## src/rtl/io_mmio.sv

```systemverilog
// Memory-mapped IO block: UART TX holding register, RX FIFO, and cycle/instruction counters.
// Loads return data one cycle later on io_dout. A load of RX data pops the FIFO head.
module io_mmio #(
  parameter int RX_DEPTH = 4
) (
  input  logic        clk,
  input  logic        rst,
  input  logic [31:0] io_addr,
  input  logic        io_re,
  input  logic        io_we,
  input  logic [31:0] io_wdata,
  input  logic [3:0]  io_wbe,
  input  logic        inst_retired,
  output logic [31:0] io_dout,
  output logic [7:0]  uart_tx_data_in,
  output logic        uart_tx_data_in_valid,
  input  logic        uart_tx_data_in_ready,
  input  logic [7:0]  uart_rx_data_out,
  input  logic        uart_rx_data_out_valid,
  output logic        uart_rx_data_out_ready
);
  localparam int PW = $clog2(RX_DEPTH);
  localparam logic [PW:0] FULL_CNT = RX_DEPTH[PW:0];

  logic          sel, ld, st;
  logic [7:0]    off;
  logic          tx_pending, tx_hs, tx_wr;
  logic [7:0]    tx_data;
  logic [7:0]    rx_mem [RX_DEPTH];
  logic [PW-1:0] rd_ptr, wr_ptr;
  logic [PW:0]   rx_count;
  logic          rx_empty, rx_full, rx_push, rx_pop;
  logic [31:0]   cyc_cnt, inst_cnt;
  logic          cnt_clr;
  logic [31:0]   rd_data;

  assign sel = (io_addr[31:28] == 4'h8);
  assign off = io_addr[7:0];
  assign ld  = io_re & sel;
  assign st  = io_we & sel & (io_wbe != 4'b0);

  assign rx_empty = (rx_count == '0);
  assign rx_full  = (rx_count == FULL_CNT);
  assign rx_push  = uart_rx_data_out_valid & ~rx_full;
  assign rx_pop   = ld & (off == 8'h04) & ~rx_empty;

  // A new byte may land in the same cycle the previous one is handed off.
  assign tx_hs   = tx_pending & uart_tx_data_in_ready;
  assign tx_wr   = st & (off == 8'h08) & io_wbe[0];
  assign cnt_clr = st & (off == 8'h18);

  assign uart_tx_data_in        = tx_data;
  assign uart_tx_data_in_valid  = tx_pending;
  assign uart_rx_data_out_ready = ~rx_full;

  wire unused_bits = ^{io_addr[27:8], io_wdata[31:8]};

  always_comb begin
    rd_data = '0;
    if (sel) begin
      case (off)
        8'h00: rd_data = {30'b0, ~rx_empty, ~tx_pending};
        8'h04: if (!rx_empty) rd_data = {24'b0, rx_mem[rd_ptr]};
        8'h10: rd_data = cyc_cnt;
        8'h14: rd_data = inst_cnt;
        default: rd_data = '0;
      endcase
    end
  end

  always_ff @(posedge clk) begin
    if (rx_push) rx_mem[wr_ptr] <= uart_rx_data_out;
  end

  always_ff @(posedge clk) begin
    if (rst) begin
      io_dout    <= '0;
      tx_pending <= 1'b0;
      tx_data    <= '0;
      rd_ptr     <= '0;
      wr_ptr     <= '0;
      rx_count   <= '0;
      cyc_cnt    <= '0;
      inst_cnt   <= '0;
    end else begin
      if (io_re) io_dout <= rd_data;

      if (tx_wr && (!tx_pending || tx_hs)) begin
        tx_data    <= io_wdata[7:0];
        tx_pending <= 1'b1;
      end else if (tx_hs) begin
        tx_pending <= 1'b0;
      end

      if (rx_push) wr_ptr <= wr_ptr + 1'b1;
      if (rx_pop)  rd_ptr <= rd_ptr + 1'b1;
      case ({rx_push, rx_pop})
        2'b10:   rx_count <= rx_count + 1'b1;
        2'b01:   rx_count <= rx_count - 1'b1;
        default: rx_count <= rx_count;
      endcase

      if (cnt_clr) begin
        cyc_cnt  <= '0;
        inst_cnt <= '0;
      end else begin
        cyc_cnt <= cyc_cnt + 1'b1;
        if (inst_retired) inst_cnt <= inst_cnt + 1'b1;
      end
    end
  end
endmodule

```

## config.mk

```make
export PLATFORM = sky130hd
export DESIGN_NAME = io_mmio
export DESIGN_NICKNAME = d
export VERILOG_FILES = /design/src/rtl/io_mmio.sv
export SDC_FILE = /design/constraint.sdc
export NUM_CORES = 1
export LEC_CHECK = 0
export ABC_AREA = 0
export ABC_CLOCK_PERIOD_IN_PS = 3300
export BUFFER_PORTS_ARGS = -buffer_cell sky130_fd_sc_hd__buf_2
export CAP_MARGIN = 20
export CORE_UTILIZATION = 55
export DETAILED_ROUTE_END_ITERATION = 7
export PLACE_DENSITY = 0.9
export SYNTH_ARGS = -nofsm -noshare
export SYNTH_HDL_FRONTEND = slang
export SYNTH_SLANG_ARGS = --single-unit
```

## constraint.sdc

```tcl
create_clock -name clk -period 3.3 [get_ports clk]
set_input_delay 0.33 -clock clk [delete_from_list [all_inputs] [get_ports clk]]
set_output_delay 0.33 -clock clk [all_outputs]
set_load 0.01 [all_outputs]
```

## Yosys cells after proc, flatten, opt, wreduce, memory -nomap -nowiden

Memory sizes are Yosys's and may differ from the RTL's. A register that Yosys moved wholly into a read port is not among the register bits.
Cells that the tools add are included.

| storage, ports and cells | value |
|---|---|
| RAM bits | 32 |
| output and inout port bits | 42 |
| word-level logic and storage cells | 56 |
| memories | 1 |
| bits in registers | 112 |

Memories:

| memory | words | width | rd ports | clocked after memory_dff | write ports | line | source |
|---|---|---|---|---|---|---|---|
| rx_mem | 4 | 8 | 1 | 1 | 1 | 29 | `logic [7:0] rx_mem [RX_DEPTH];` |

| operators by class | value |
|---|---|
| add/subtract/negate cells | 6 |
| reductions and logical operators | 9 |
| multiplexer cells | 10 |
| eq/ne operators | 9 |
| bitwise operators | 13 |

Operators by type and width:

| operator | count |
|---|---|
| $pmux 32 s4 | 1 |
| $add 32x1->32 const B | 2 |
| $mux 32 | 1 |
| $eq 8x5->1 const B | 3 |
| $and 1x1->1 | 10 |
| $eq 8x3->1 const B | 1 |
| $eq 8x4->1 const B | 1 |
| $logic_not 8->1 | 1 |
| $mux 8 | 1 |
| $pmux 3 s2 | 1 |
| $add 2x1->2 const B | 2 |
| $eq 4x4->1 const B | 1 |
| $mux 1 | 4 |
| $mux 2 | 2 |
| $reduce_bool 2->1 | 2 |
| $reduce_bool 4->1 | 1 |
| $add 3x1->3 const B | 1 |
| $eq 3x3->1 const B | 1 |
| $logic_not 3->1 | 1 |
| $not 1->1 | 3 |
| $sub 3x1->3 const B | 1 |
| $eq 2x1->1 const B | 1 |
| $eq 2x2->1 const B | 1 |
| $reduce_or 2->1 | 1 |
| 3 further kinds | 3 |

## Logic depth before layout (Yosys ltp)

| logic depth | value |
|---|---|
| word-level depth | 7 |
| depth in mapped cells | 10 |
| gate-level depth less buffers | 10 |

## Worst setup path after synthesis

No wires, ideal clock.

| timing | value |
|---|---|
| path type | input to register |
| start | input io_addr[30] |
| end | register rx_count[2] |
| stages on the path | 9 |
| required time | 3.230 ns |
| slack | 0.753 ns |
| library setup time | 0.070 ns |
| data arrival time | 2.477 ns |
| cells stage by stage | or4b_1 > nand4bb_1 > nor2_1 > ha_1 > inv_1 > fa_1 > xor2_1 > or3_1 > a21oi_1 |

| between the ends | value |
|---|---|
| cells in the longest elaborated chain, start to end | 6 |
| elaborated cells between the ends (all ways) | 8 |
| classes of those cells | eq/ne: 3; mux: 1; bitwise: 3; reduce/logical: 1 |

Ends and longest elaborated chain:

| item | line | source |
|---|---|---|
| from (decl) | 8 | `input logic [31:0] io_addr,` |
| $eq 4x4->1 * | 37 | `assign sel = (io_addr[31:28] == 4'h8);` |
| $and 1x1->1 * | 39 | `assign ld = io_re & sel;` |
| $and 1x1->1 * (2 in series) | 45 | `assign rx_pop = ld & (off == 8'h04) & ~rx_empty;` |
| net rx_pop | 32 | `logic rx_empty, rx_full, rx_push, rx_pop;` |
| $eq 2x1->1 or $eq 2x2->1 (tied branches) | 97 | `case ({rx_push, rx_pop})` |
| $pmux 3 s2 or $reduce_bool 2->1 (tied branches) | - |  |
| to (signal assigned) | 98 | `2'b10: rx_count <= rx_count + 1'b1;` |
| to (signal assigned) | 99 | `2'b01: rx_count <= rx_count - 1'b1;` |
| to (signal assigned) | 100 | `default: rx_count <= rx_count;` |
| to (decl) | 31 | `logic [PW:0] rx_count;` |

Mark *: on every way through the listed nets, which the timed path passes. The rest lies on a longest branch.
A chain may end at the register's enable or synchronous reset.

## Worst setup path in the final report

Ends and elaborated chain as after synthesis.

==> out/summary.txt <==
Run status: finished clean
Antenna-violating nets left: 0
Clock Sinks: 146
Met1 WL: 5630 um
Routed WL per cell: 16.4 um
I/O Pins: 125
Largest family of logic cells by synthesized area: simple AND/OR/NAND/NOR gates
Highest Signal Layer: met4
Worst Tran Pin Value: 0.590 ns
RSZ-0062 raised after global routing: no
Relative slew slack: 0.606
Via count: 4997
Distinct cells, synth: 45
Min Tclk post-route: 2.52 ns
First-pass GRT wire length: 24400 um
Leakage power: 2.91 nW
Cells after synthesis: 650
First drt pass iteration count: 5
Yosys top cell area share: 0.353
Clock transition at path regs: 0.06 ns
Vias per std cell: 5.67
GPL Wtd Cong: 0.811
Synth Area in Adders: 0.0166
Yosys top cell by area: dfxtp_1
Largest net degree at the start of global routing: 40
Max-Cap Viols: 0
Switching share of power: 0.221
HPWL Detailed: 9840 um
GRT overflow: 0
Die width: 110 um
Vias in the first global route: 5225
Postcts setup bufs: 0
Placement row count: 39
Yosys warnings: 0
Net Sw Power: 0.855 mW
DRT iter0 DRCs: 319
Crit share post-route: 0.764
Die Ht: 110 um
Total GRT Usage: 0.249
Drt total wl: 14400 um
Synthesized flop and latch total: 146
Multiplexer share of the synthesized area: 0.0909
Worst hold path type: in -> reg
Area contributors post-synth: dfxtp_1 (35%), edfxtp_1 (15%), nor2_1 (6.8%)
Seq/Total Area, Yosys: 0.501
Critical path class: in -> reg
Comb pwr share: 0.040
Synth Cell Area: 6470 sq um
Final net count: 816
Clock latency on the worst-skew pair: 0.42 ns
CP max FO: 5
Clock Skew: 0.00674 ns
Final Max Tran Viols: 0
Pwr Total: 3.88 mW
Compound-Gate Fraction of Synth Area: 0.0489
Initial core utilization: 0.567
Clk pwr share: 0.477
Die area: 12200 sq um
Area growth syn-to-layout: 16.7%
Antenna diodes: 0
DRC Markers: 0
XOR/XNOR Fraction of Synth Area: 0.0826
Final setup vio count: 0
Worst path arrival time: 2.87 ns
Crit path required time: 3.65 ns
Clock tree root buffer cell: clkbuf_16
Fmax: 397 MHz
Filler Cell Count: 872
VDD IR-drop max: 418 uV
Final Hold Viols: 0
CORE AREA: 11400 sq um
Pint: 3.02 mW
Critical Path Sink Type: flop
Post-Synth Simple-Gate Area: 0.225
Clock Tree Buf Depth: 2
Total negative slack: 0 ns
Avg Inst Size Synth: 9.95 sq um
Share of layout cells above drive strength 1: 0.224
DR WL met3: 807 um
Hold_buf cts: 0
PwrDens: 514 nW/um^2
Number of H-tree levels: 4
Register share of total power: 0.483
Reg2Reg Setup Slack: 0.92 ns
Initial antenna violation count: 0
Post-Syn Nets: 741
Crit path launch type: primary input
TritonCTS clock tree: built
TritonCTS buffer count: 17
Port bufs: 80
Metal2 WL: 7620 um
CTS resizes: 0
[cells by family after synthesis]
family | Yosys count
compound gates | 58
fa+ha+maj | 8
xor+xnor | 61
simple gates | 278
mux | 46
flops | 146
buf+inv | 53
[power by group through the flow]
stage               clock (mW)  combinational [mW]  sequential (mW)
CTS                       1.87               0.154             1.87
global route              1.95               0.170             1.88
finish                    1.85               0.154             1.87
floorplan                    0              0.0950             1.91
detailed placement           0               0.151             1.91
global placement             0               0.139             1.91
[cell type report]
class | count | area (sq um) | share of cell area
sequential | 146 | 3240 | 0.430
multi-input combinational | 451 | 3010 | 0.398
timing repair buffer | 87 | 465 | 0.0617
clock buffer | 18 | 429 | 0.0569
tap | 143 | 179 | 0.0237
clock inverter | 14 | 141 | 0.0187
inverter | 22 | 82.6 | 0.0109
[cell usage after synthesis, drive strengths merged]
| cell type | number |
|---|---|
| a21oi | 33 |
| a22o | 1 |
| a22oi | 6 |
| a31o | 1 |
| and2 | 3 |
| and3 | 14 |
| and4 | 6 |
| buf | 17 |
| clkbuf | 14 |
| dfxtp | 114 |
| edfxtp | 32 |
| fa | 1 |
| ha | 7 |
| inv | 22 |
| mux2 | 22 |
| mux2i | 16 |
| mux4 | 8 |
| nand2 | 25 |
| nand2b | 1 |
| nand3 | 26 |
| nand3b | 2 |
| nand4 | 18 |
| nand4bb | 1 |
| nor2 | 119 |
| nor2b | 26 |
| nor3 | 11 |
| nor3b | 4 |
| nor4 | 10 |
| o21ai | 16 |
| o221ai | 1 |
| or2 | 1 |
| or3 | 7 |
| or4 | 3 |
| or4b | 1 |
| xnor2 | 29 |
| xor2 | 32 |
[worst max-delay path, cell delays in order]
cell       delay, ns
buf_2           0.09
or4b_1          0.53
nand4bb_1       0.37
nor2_1          0.27
ha_1            0.22
inv_1           0.06
fa_1            0.38
xor2_1          0.16
or3_1           0.30
a21oi_1         0.16
[flip-flops by register name, indices dropped and copies added (netlist names), named ones only]
name	cells
cyc_cnt	32
inst_cnt	32
io_dout	32
rx_mem	32
uart_tx_data_in	8
rx_count	3
rd_ptr	2
wr_ptr	2
uart_tx_data_in_valid	1
[placed cells by master (no fill, tap or decap), types with 4 or more instances in the layout]
cell | synthesis | final
nor2_1 | 118 | 117
dfxtp_1 | 114 | 114
buf_2 | 7 | 80
a21oi_1 | 33 | 33
xor2_1 | 32 | 32
edfxtp_1 | 32 | 32
xnor2_1 | 29 | 29
nand3_1 | 26 | 26
nor2b_1 | 26 | 26
nand2_1 | 25 | 25
inv_1 | 22 | 22
mux2_2 | 22 | 22
nand4_1 | 17 | 17
clkbuf_16 | 0 | 17
o21ai_0 | 16 | 16
mux2i_1 | 16 | 16
and3_1 | 14 | 14
mux4_2 | 8 | 8
nor3_1 | 7 | 7
or3_1 | 7 | 7
ha_1 | 7 | 7
clkinvlp_4 | 0 | 7
nor4_1 | 6 | 6
and4_1 | 6 | 6
a22oi_1 | 6 | 6
buf_4 | 0 | 6
nor3_2 | 4 | 4
clkinv_2 | 0 | 4
[per-stage QoR]
| stage | utilization | worst slack, ns | instances | hold slack (ns) | instance area [sq um] |
|---|---|---|---|---|---|
| 3_5_place_dp | 0.611 | 0.404 | 849 | 0.445 | 6980 |
| 5_1_grt | 0.661 | 0.655 | 881 | 0.110 | 7550 |
| 3_3_place_gp | 0.611 | 0.503 | 849 | 0.448 | 6980 |
| 2_1_floorplan | - | 0.753 | 650 | 0.426 | 6470 |
| 6_report | 0.661 | 0.778 | 881 | 0.122 | 7550 |
| 4_1_cts | 0.661 | 0.822 | 881 | 0.110 | 7550 |
[path summary, 6_finish.rpt]
kind                             from      endpoint  cells past startpoint
setup / recovery          io_addr[30]   rx_count[2]                     10
hold / removal    uart_rx_data_out[4]  rx_mem[1][4]                      1
hold reg to reg            io_dout[1]    io_dout[1]                      2
setup reg to reg          rx_count[1]   rx_count[2]                     10
[per-layer routing]
layer | GRT usage | vias up
met1 | 0.271 | 2424
met5 | 0 | -
met2 | 0.439 | 147
met4 | 0.116 | 0
met3 | 0.0785 | 37
li1 | - | 2389
No activity file was read; power rests on OpenSTA's default activity.
